File: src/rtl/time_unit_cnt.sv
// Chainable modulo time-unit counter (seconds/minutes/hours) with a registered
// wrap carry and an edit mode driven by edge-detected, optionally auto-repeating buttons.
module time_unit_cnt #(
    parameter int MODULO     = 60,
    parameter int ST_VAL     = 0,
    parameter int W          = $clog2(MODULO),
    parameter int REPEAT_DLY = 0,
    parameter int REPEAT_PER = 1
) (
    input  logic         clk_i,
    input  logic         rst_i,
    input  logic         user_time_val_i,
    input  logic         user_up_i,
    input  logic         user_dn_i,
    input  logic         tick_i,
    output logic [W-1:0] val_o,
    output logic         carry_o
);

    localparam logic [W-1:0] MAX_VAL   = W'(MODULO - 1);
    localparam logic [W-1:0] START_VAL = W'(ST_VAL);

    localparam bit REPEAT_EN = (REPEAT_DLY > 0);
    localparam int HW        = REPEAT_EN ? $clog2(REPEAT_DLY + 1) : 1;
    localparam int PW        = $clog2(REPEAT_PER + 1);

    localparam logic [HW-1:0] DLY_VAL = HW'(REPEAT_EN ? REPEAT_DLY : 0);
    localparam logic [HW-1:0] DLY_M1  = HW'(REPEAT_EN ? REPEAT_DLY - 1 : 0);
    localparam logic [PW-1:0] PER_M1  = PW'(REPEAT_PER - 1);

    // Bit 0 is the up button, bit 1 the down button.
    logic [1:0]    btn_in;
    logic [1:0]    btn_q;
    logic [1:0]    btn_d;
    logic [1:0]    btn_edge;
    logic [1:0]    btn_held;
    logic [1:0]    btn_rep;
    logic [1:0]    btn_stb;
    logic [HW-1:0] hold_cnt [2];
    logic [PW-1:0] per_cnt  [2];
    logic [W-1:0]  user_val;
    logic          up_stb;
    logic          dn_stb;

    assign btn_in = {user_dn_i, user_up_i};

    always_ff @(posedge clk_i or posedge rst_i) begin
        if (rst_i) begin
            btn_q <= '0;
            btn_d <= '0;
        end else begin
            btn_q <= btn_in;
            btn_d <= btn_q;
        end
    end

    assign btn_edge = btn_q & ~btn_d;
    assign btn_held = btn_q & btn_d;

    // hold_cnt saturates at REPEAT_DLY; per_cnt then paces the repeat steps.
    always_ff @(posedge clk_i or posedge rst_i) begin
        if (rst_i) begin
            for (int b = 0; b < 2; b++) begin
                hold_cnt[b] <= '0;
                per_cnt[b]  <= '0;
            end
        end else begin
            for (int b = 0; b < 2; b++) begin
                if (!btn_q[b]) begin
                    hold_cnt[b] <= '0;
                    per_cnt[b]  <= '0;
                end else if (btn_held[b]) begin
                    if (hold_cnt[b] != DLY_VAL) begin
                        hold_cnt[b] <= hold_cnt[b] + HW'(1);
                    end else if (per_cnt[b] == PER_M1) begin
                        per_cnt[b] <= '0;
                    end else begin
                        per_cnt[b] <= per_cnt[b] + PW'(1);
                    end
                end
            end
        end
    end

    always_comb begin
        btn_rep = '0;
        for (int b = 0; b < 2; b++) begin
            if (REPEAT_EN && btn_held[b]) begin
                if (hold_cnt[b] != DLY_VAL) begin
                    btn_rep[b] = (hold_cnt[b] == DLY_M1);
                end else begin
                    btn_rep[b] = (per_cnt[b] == PER_M1);
                end
            end
        end
    end

    assign btn_stb = btn_edge | btn_rep;
    assign up_stb  = btn_stb[0];
    assign dn_stb  = btn_stb[1];

    function automatic logic [W-1:0] wrap_inc(input logic [W-1:0] v);
        return (v == MAX_VAL) ? '0 : v + W'(1);
    endfunction

    function automatic logic [W-1:0] wrap_dec(input logic [W-1:0] v);
        return (v == '0) ? MAX_VAL : v - W'(1);
    endfunction

    // user_val shadows val_o in run mode so edits start from the current time.
    always_ff @(posedge clk_i or posedge rst_i) begin
        if (rst_i) begin
            val_o    <= START_VAL;
            user_val <= '0;
            carry_o  <= 1'b0;
        end else if (user_time_val_i) begin
            val_o   <= user_val;
            carry_o <= 1'b0;
            case ({dn_stb, up_stb})
                2'b01:   user_val <= wrap_inc(user_val);
                2'b10:   user_val <= wrap_dec(user_val);
                default: user_val <= user_val;
            endcase
        end else begin
            user_val <= val_o;
            carry_o  <= tick_i & (val_o == MAX_VAL);
            if (tick_i) begin
                val_o <= wrap_inc(val_o);
            end
        end
    end

endmodule

File: config.mk
export PLATFORM = sky130hd
export DESIGN_NAME = time_unit_cnt
export DESIGN_NICKNAME = d
export VERILOG_FILES = /design/src/rtl/time_unit_cnt.sv
export SDC_FILE = /design/constraint.sdc
export NUM_CORES = 1
export LEC_CHECK = 0
export ABC_AREA = 1
export BUFFER_PORTS_ARGS = -buffer_cell sky130_fd_sc_hd__buf_4
export CORE_MARGIN = 10
export CORE_UTILIZATION = 40
export CTS_BUF_LIST = sky130_fd_sc_hd__clkbuf_8
export DETAILED_ROUTE_END_ITERATION = 6
export MAX_ROUTING_LAYER = met4
export PLACE_DENSITY = 0.63
export SYNTH_ARGS = -nofsm -noshare
export SYNTH_HDL_FRONTEND = slang
export SYNTH_SLANG_ARGS = --single-unit
File: constraint.sdc
create_clock -name clk_i -period 1.3 [get_ports clk_i]
set_input_delay 0.325 -clock clk_i [delete_from_list [all_inputs] [get_ports clk_i]]
set_output_delay 0.325 -clock clk_i [all_outputs]
set_load 0.05 [all_outputs]
==> summary.md <==
| Metric | Value |
|---|---|
| Final setup TNS | `0 ns` |
| Num rows | `19` |
| Via-to-Cell Ratio | `approximately 5.2` |
| Max Clk Rate | `~780 MHz` |
| Post-synth top flop | `dfrtp_1` |
| Share of layout cells above drive strength 1 | `between 40% and 50%` |
| Post-synth EDFFs | `0` |
| Required time worst endpoint | `~1.4 ns` |
| Final Hold Viols | `0` |
| Mean area per synthesized cell | `7.64 um^2` |
| CTS tree | `yes` |
| Post-route ant nets | `0` |
| Fillers | `about 240` |
| Worst-Margin Slew | `~0.35 ns` |
| Pleak | `about 0.0008 uW` |
| Cells after Synth | `151` |
| Routed len/inst | `14.0 um` |
| Critical Path Source Type | `register` |
| Clock Path Buffers | `2` |
| Status | `finished clean` |
| Critical Path End Type | `register` |
| DRT Pass-1 Iters | `4` |
| Clock Pin Slew Worst Setup and Hold Paths | `0.06 ns` |
| Max_slew headroom | `about three quarters` |
| Num CTS Buffers | `3` |
| Io pins | `13` |
| CTS HTree Levels | `1` |
| Total global-route track usage | `10.7%` |
| Layout Utilization | `approximately three fifths` |
| Chip width | `between 70 and 80 um` |
| Commonest non-fill, non-tap cell in the layout | `nand2_1` |
| R2r setup slk | `0.01 ns` |
| R2R Path End | `user_val[2]` |
| GR Overflow Total | `0` |
| Async set-reset flop share out of synthesis | `between 90% and 100%` |
| Core area | `approximately 2800 um^2` |
| Post-Syn Area | `around 1200 um^2` |
| R2r startpoint | `user_val[3]` |
| Synth Warn # | `0` |
| Via Count | `roughly 1,100` |
| Syn Nets | `161` |
| DRT Wirelength | `approximately 3000 um` |
| Die ar. | `5430 um^2` |
| Post-CTS Hold Fix Bufs | `0` |
| Port-buffer cells | `12` |
| Final worst slack | `between 0.01 and 0.015 ns` |
| Crit path top cell by count | `nand3_2` |
| Synth unique cells | `28` |
| #FFs+latches synth | `17` |
| Pre-CTS setup slack | `-0.0805 ns` |
| Crit path cell chain | `nor2_4, nand4_4, nand3_2, nand3_2, nand3_2, nand2_1` |
| Setup Crit Path Kind | `register to register` |
| Max Slew Vio Count | `0` |
| Most frequent cells in the layout | `nand2_1 (38), buf_4 (28), inv_1 (17)` |
| DRC | `0` |
| Max_cap viols | `0` |
| Vias in the first global route | `~1,000` |
| Die height | `about 74 um` |
| Clock Sink Count | `17` |
| Post-route clock skew | `between 0.003 and 0.004 ns` |
| Power Density | `between 1500 and 2000 nW/um^2` |
| Unrepaired setup endpoints after global routing | `yes` |
| Worst Reg-to-Reg Cells | `6` |
| Crit path DAT | `about 1.4 ns` |
| Slowest-stage cell, CP | `dfrtp_2` |
| Initial Utilization | `between 40% and 50%` |
| Nets | `between 150 and 200` |
| Post-synthesis sequential area ratio | `a little under two fifths` |
| DRT iter0 DRCs | `between 100 and 150` |
| Initial antenna violation count | `0` |
| Area growth from synthesis to layout | `42.0%` |
| First-pass GRT wire length | `between 4000 and 5000 um` |
| VDD IR max | `around 1.2 mV` |
| Final setup fails | `0` |
| Critical path's largest stage delay | `approximately 0.48 ns` |
| HP Class | `input pin to asynchronous set/reset pin` |
| RD Place Congestion | `~0.89` |
| Crit Path Max Fanout | `7` |
| HPWL Detailed | `slightly above 2000 um` |
| N_diodes | `0` |
| Tot Pwr | `2720 uW` |
| Post-layout minimum cycle time | `1.29 ns` |
| Largest net degree at the start of global routing | `18` |
| Root buf cell | `clkbuf_8` |
| Period utilization | `about 99%` |
| Worst-Skew Late Latency | `between 0.2 and 0.3 ns` |
[layer usage]
layer,GRT usage (%),up-vias,part of all wire (%)
met4,5.18,0,1.4
met5,-,-,0
met2,16.5,28,51
met1,12.9,512,44
met3,2.15,7,3.8
li1,-,556,-
[synth_stat cells, types with 2 or more instances]
master     n  share of area [%]
a21oi_1    4                1.7
a22oi_1    2                1.3
buf_2      2               0.87
dfrtp_1   17                 37
ha_1       4                4.3
inv_1     20                6.5
nand2_1   40                 13
nand3_1   17                7.4
nand3_2    2                1.7
nand4_1    2                1.1
nor2_1     8                2.6
nor2_2     2                1.1
nor2_4     2                2.0
o21ai_0    7                3.0
o221ai_1   2                1.5
xnor2_1    2                1.5
xor2_1     7                5.3
[sequential cells by signal, summed over array words and instances (netlist names)]
name / count
btn_q: 2
val_o: 6
user_val: 6
carry_o: 1
btn_d: 2
[per-stage QoR]
stage | area (um^2) | hold WS, ns | cells
after floorplan | 1180 | 0.251 | 151
after global placement | 1360 | 0.354 | 201
after detailed placement | 1360 | 0.358 | 201
after CTS | 1440 | 0.0882 | 206
after global routing | 1640 | 0.102 | 214
final | 1640 | 0.0872 | 214
[kinds of logic after synthesis]
group           Yosys count  synth area share [%]
simple gates             76                  31.9
buf+inv                  26                  9.87
compound gates           19                  10.2
flops                    17                  36.9
xor+xnor                  9                  6.83
fa+ha+maj                 4                  4.34
[power breakdown]
group          switching (uW)  internal, uW
logic                     829           651
registers                 196           662
clock network             168           209
total                    1190          1520
[final cells by class]
type                       instances  area [um^2]  area share, %
clock buffer                       3         41.3           2.52
clock inverter                     1         3.75          0.229
inverter                          22         87.6           5.35
multi-input combinational        108          768           46.9
sequential                        17          439           26.8
tap                               31         38.8           2.37
timing repair buffer              32          259           15.8
[critical path, delay by kind of cell, from the launching register on]
kind	cells	cell delay (ns)
flip-flops	1	0.48
AND/OR/NAND/NOR	6	0.71
[how the worst max path moves through the flow]
| stage | startpoint | to | slack [ns] | depth (start not counted) |
|---|---|---|---|---|
| CTS | user_val[0] | user_val[3] | -0.009 | 8 |
| global placement | user_val[0] | user_val[3] | -0.06 | 8 |
| detailed placement | user_val[0] | user_val[3] | -0.08 | 8 |
| finish | user_val[3] | user_val[2] | 0.01 | 6 |
| global route | user_val[2] | user_val[3] | -0.06 | 9 |
| floorplan | user_val[0] | user_val[4] | 0.005 | 9 |
[timing repair]
action	in CTS	in global routing
buffers inserted	1	8
resized for setup	11	32
pin swaps	2	19
endpoints found under the setup margin	5	8
No activity file was read; power rests on OpenSTA's default activity.
